File: src/rtl/sar_search_ctrl.sv
// Successive-approximation search controller: drives trial words MSB-first into an external
// comparator. Define SAR_CMP_CHECK_EN to abort on non-one-hot verdicts (err output).
module sar_search_ctrl #(
  parameter int unsigned WIDTH = 3
) (
  input  logic             clk,
  input  logic             rst,
  input  logic             start,
  output logic [WIDTH-1:0] trial,
  output logic             trial_vld,
  input  logic             cmp_vld,
  input  logic             cmp_lt,
  input  logic             cmp_eq,
  input  logic             cmp_gt,
  output logic             busy,
  output logic             done,
  output logic [WIDTH-1:0] result,
  output logic             found,
  output logic             err
);

  localparam logic [WIDTH-1:0] MaskMsb = WIDTH'(1) << (WIDTH - 1);

  typedef enum logic [1:0] {StIdle, StTest, StDone} state_e;

  state_e           state_q;
  logic [WIDTH-1:0] acc_q;
  logic [WIDTH-1:0] mask_q;
  logic [WIDTH-1:0] trial_q;
  logic [WIDTH-1:0] result_q;
  logic             trial_vld_q;
  logic             busy_q;
  logic             done_q;
  logic             found_q;

  logic             accept;
  logic             bad_verdict;
  logic [WIDTH-1:0] acc_upd;
  logic [WIDTH-1:0] mask_nxt;

  assign accept   = trial_vld_q & cmp_vld;
  // gt clears the trial bit; lt or no flag keeps it.
  assign acc_upd  = cmp_gt ? acc_q : trial_q;
  assign mask_nxt = mask_q >> 1;

`ifdef SAR_CMP_CHECK_EN
  logic err_q;
  assign bad_verdict = !$onehot({cmp_lt, cmp_eq, cmp_gt});
  assign err         = err_q;
`else
  logic unused_lt;
  assign unused_lt   = cmp_lt;
  assign bad_verdict = 1'b0;
  assign err         = 1'b0;
`endif

  always_ff @(posedge clk) begin
    if (rst) begin
      state_q     <= StIdle;
      acc_q       <= '0;
      mask_q      <= '0;
      trial_q     <= '0;
      result_q    <= '0;
      trial_vld_q <= 1'b0;
      busy_q      <= 1'b0;
      done_q      <= 1'b0;
      found_q     <= 1'b0;
`ifdef SAR_CMP_CHECK_EN
      err_q       <= 1'b0;
`endif
    end else begin
      done_q <= 1'b0;
      unique case (state_q)
        StIdle: begin
          if (start) begin
            state_q     <= StTest;
            acc_q       <= '0;
            mask_q      <= MaskMsb;
            trial_q     <= MaskMsb;
            trial_vld_q <= 1'b1;
            busy_q      <= 1'b1;
            result_q    <= '0;
            found_q     <= 1'b0;
`ifdef SAR_CMP_CHECK_EN
            err_q       <= 1'b0;
`endif
          end
        end
        StTest: begin
          if (accept) begin
            if (bad_verdict || cmp_eq || mask_q[0]) begin
              state_q     <= StDone;
              mask_q      <= '0;
              trial_q     <= '0;
              trial_vld_q <= 1'b0;
              busy_q      <= 1'b0;
              done_q      <= 1'b1;
              found_q     <= cmp_eq & ~bad_verdict;
              if (bad_verdict) begin
                result_q <= '0;
              end else if (cmp_eq) begin
                result_q <= trial_q;
              end else begin
                result_q <= acc_upd;
              end
`ifdef SAR_CMP_CHECK_EN
              err_q       <= bad_verdict;
`endif
            end else begin
              acc_q   <= acc_upd;
              mask_q  <= mask_nxt;
              trial_q <= acc_upd | mask_nxt;
            end
          end
        end
        StDone: state_q <= StIdle;
        default: state_q <= StIdle;
      endcase
    end
  end

  assign trial     = trial_q;
  assign trial_vld = trial_vld_q;
  assign busy      = busy_q;
  assign done      = done_q;
  assign result    = result_q;
  assign found     = found_q;

endmodule

File: config.mk
export PLATFORM = sky130hd
export DESIGN_NAME = sar_search_ctrl
export DESIGN_NICKNAME = d
export VERILOG_FILES = /design/src/rtl/sar_search_ctrl.sv
export SDC_FILE = /design/constraint.sdc
export NUM_CORES = 1
export LEC_CHECK = 0
export ABC_AREA = 0
export CORE_ASPECT_RATIO = 1.2
export CORE_MARGIN = 5
export CORE_UTILIZATION = 43
export CTS_CLUSTER_DIAMETER = 100
export DETAILED_ROUTE_END_ITERATION = 10
export PLACE_DENSITY = 0.85
export REMOVE_ABC_BUFFERS = 1
export SKIP_CTS_REPAIR_TIMING = 1
export SLEW_MARGIN = 20
export SYNTH_ARGS = -nofsm -noshare
export SYNTH_HDL_FRONTEND = slang
export SYNTH_SLANG_ARGS = --single-unit
export TNS_END_PERCENT = 1
File: constraint.sdc
create_clock -name clk -period 1.25 [get_ports clk]
set_input_delay 0.375 -clock clk [delete_from_list [all_inputs] [get_ports clk]]
set_output_delay 0.375 -clock clk [all_outputs]
set_load 0.02 [all_outputs]
==> flow_metrics.py <==
metrics = {
    "power_and_ir_drop": {
        "clkPwrFrac_pct": 28.2,
        "ir_worst_vdd_mv": 0.530,
        "p_int_mw": 0.763,
        "switching_share_pct": 26.3,
        "cellPowerDensity_mw_per_mm2": 928,
        "combPwrFrac_pct": 17.2,
        "p_seq_share_pct": 54.6,
        "power_switching_mw": 0.273,
        "p_leak_nw": 0.505,
        "total_power_mw": 1.04,
    },
    "critical_path": {
        "reg2reg_depth": 4,
        "cp_top_family": "simple AND/OR/NAND/NOR gates",
        "r2r_slack_ns": -0.05,
        "crit_buf_inv": 0,
        "cp_max_fo": 6,
        "startpoint_type": "register",
        "r2r-end": "result[0]",
        "cp-end-kind": "register",
        "cp_slowest_cell": "and4b_4",
        "r2r-start": "state_q[1]",
        "path_cells": "and4b_4 -> o21ai_4 -> mux2_4 -> nor2_2",
        "required_ns": 1.48,
        "critPathKind": "reg2reg",
        "crit_path_max_incr_delay_ns": 0.40,
        "worstPathArrival_ns": 1.54,
    },
    "synthesis": {
        "synth-xor-area-share_pct": 0,
        "synthSimpleGateAreaFrac_pct": 23.7,
        "synthCells": 86,
        "synth-adder-area-share_pct": 0,
        "synth_top_area_share_pct": 42.2,
        "avgSynthCellArea_um2": 9.38,
        "syn_area_um2": 807,
        "synth_warnings": 0,
        "muxShareOfSynthArea_pct": 14.1,
        "yosysSeqAreaShare_pct": 42.2,
        "synth_seq_cells": 17,
        "ys_types": 32,
        "synth_top_family_by_area": "simple AND/OR/NAND/NOR gates",
        "synth_area_leaders": "dfxtp_1 42%, mux2i_1 6.2%, mux2_2 4.2%",
        "synth_top_area_cell": "dfxtp_1",
        "synth_compound_area_share_pct": 14.4,
    },
    "die": {
        "die_width_um": 49.5,
        "std_cell_rows": 17,
        "die_h_um": 57.5,
        "start_util_pct": 44.6,
        "coreArea_mm2": 0.00181,
        "die-area_mm2": 0.00285,
        "pin_count": 18,
    },
    "sta": {
        "setup_viol": 4,
        "finalClockSkew_ns": 0.000658,
        "rsz0062_at_grt": "yes",
        "fmax_mhz": 768,
        "fin_tns_setup_ns": -0.115,
        "final.period_utilization_pct": 104,
        "setup_slack_ns": -0.0518,
        "post-route-min-period_ns": 1.30,
        "hold_violations": 0,
        "drv_slew": 0,
    },
    "clocking": {
        "clock_path_buffers": 2,
        "cts-htree-levels": 1,
        "cts_num_sinks": 17,
        "tritoncts": "done",
        "numCtsBuffers": 3,
        "cts_root_buffer": "clkbuf_4",
        "clkLatencyLatePin_ns": 0.29,
        "clk_pin_slew_ns": 0.09,
    },
    "routing": {
        "ant_nets": 0,
        "vias_per_cell": 5.63,
        "drt_pre_antenna_iters": 4,
        "vias": 771,
        "drt_iter0_drc": 20,
        "wl_per_cell_um": 14.7,
        "wirelength_um": 2020,
        "route.detailed.drc": 0,
    },
    "run_status": {
        "outcome": "finished, violations left",
        "failed_checks": "negative setup slack",
    },
    "job": {
        "maxCapViolations": 0,
    },
    "layout": {
        "syn_to_final_growth_pct": 38.3,
        "drive_above_1_share_pct": 44.1,
        "insertedDiodeCount": 0,
        "stdcell_count": 137,
        "final_util_pct": 61.7,
        "final_net_count": 126,
    },
    "grt": {
        "grt_usage_pct": 14.1,
        "grt_max_degree": 18,
        "grt_overflow_total": 0,
        "antenna_found_initial": 0,
        "grt_pass1_wl_um": 3220,
        "grt_pass1_vias": 792,
    },
    "placed_design": {
        "place_ws_ns": -0.576,
        "dp_hpwl_um": 1480,
        "dp.cells": 132,
        "portBuffers": 15,
        "place.gp.congestion": 0.895,
    },
    "hold_path": {
        "hold_path_class": "in2reg",
        "hold_end": "found",
        "holdCritStartpoint": "cmp_eq",
        "worstHoldPathCells": 3,
    },
}
==> cell usage after synthesis (all sizes together) <==
| cell type | number |
|---|---|
| or3b | 1 |
| nand2b | 2 |
| mux2 | 5 |
| buf | 5 |
| and4b | 1 |
| o21ai | 9 |
| nor3b | 1 |
| nand4 | 2 |
| nand2 | 6 |
| or2 | 1 |
| nand3b | 2 |
| mux2i | 5 |
| o2111ai | 1 |
| nor2 | 11 |
| nand3 | 2 |
| nor4 | 1 |
| nor3 | 1 |
| dfxtp | 17 |
| a32oi | 1 |
| nand4b | 1 |
| a21oi | 7 |
| nor2b | 2 |
| clkbuf | 1 |
| conb | 1 |
==> cell usage in the layout, fill, tap and decap left out, drive strengths merged <==
cell and n:
a21oi 7, a32oi 1, and4b 1, buf 22, clkbuf 11, clkdlybuf4s50 1, conb 1, dfxtp 17
dlymetal6s2s 4, mux2 5, mux2i 5, nand2 6, nand2b 2, nand3 2, nand3b 2, nand4 2
nand4b 1, nor2 11, nor2b 2, nor3 1, nor3b 1, nor4 1, o2111ai 1, o21ai 9
or2 1, or3b 1
==> worst max-delay path by stage <==
| stage | cells after the start | endpoint | slack [ns] | from |
|---|---|---|---|---|
| after detailed placement | 5 | result[0] | -0.58 | cmp_vld |
| after global routing | 4 | result[0] | -0.09 | state_q[1] |
| after floorplan | 4 | result[0] | -0.36 | busy |
| final | 4 | result[0] | -0.05 | state_q[1] |
| after CTS | 1 | trial_vld | -0.50 | busy |
| after global placement | 5 | result[0] | -0.52 | cmp_vld |
==> metrics by stage <==
step	hold WS, ns	cell area, um^2
final	0.481	1120
after detailed placement	0.469	1070
after global routing	0.517	1120
after floorplan	0.435	766
after global placement	0.462	1070
after CTS	0.482	1100
==> cells by family (layout without fill, tap and decap cells) <==
kind of cell	Yosys count	in the layout
compound gates	18	18
buf+inv	6	38
flops	17	17
mux	10	10
other cells	1	1
simple gates	34	34
==> sequential cells by signal, indices dropped and copies added, names as in the netlist <==
signal and cells:
acc_q 3, busy 1, done 1, mask_q 3, result 3, found 1
state_q 2, trial 3
==> final cells by class <==
cell class                      count  area [um^2]
Tap cell                           19         23.8
Clock buffer                        4         26.3
Timing Repair Buffer               34          256
Fill cell                         157          692
Multi-Input combinational cell     63          463
Sequential cell                    17          347
==> metal layers <==
metal  wire, um  vias to the layer above  global-route usage [%]  share of wire (%)
li1           -                      364                       -                  -
met1        852                      377                    14.5                 42
met2       1060                       24                    25.5                 52
met3         57                        6                    1.31                2.8
met4         48                        0                    11.2                2.4
met5          0                        -                       0                  0
==> power groups by stage <==
| stage | logic [mW] | clock network (mW) | registers (mW) |
|---|---|---|---|
| after floorplan | 0.0551 | 0 | 0.591 |
| final | 0.178 | 0.292 | 0.566 |
| after detailed placement | 0.165 | 0 | 0.577 |
| after global routing | 0.190 | 0.336 | 0.568 |
| after CTS | 0.166 | 0.307 | 0.565 |
| after global placement | 0.162 | 0 | 0.576 |
==> worst register-to-register path, cell delays in order, from the launching register on <==
cell and delay, ns:
dfxtp_2 0.35, and4b_4 0.40, o21ai_4 0.11, mux2_4 0.31, nor2_2 0.07
Power figures use the tool's default switching activity.
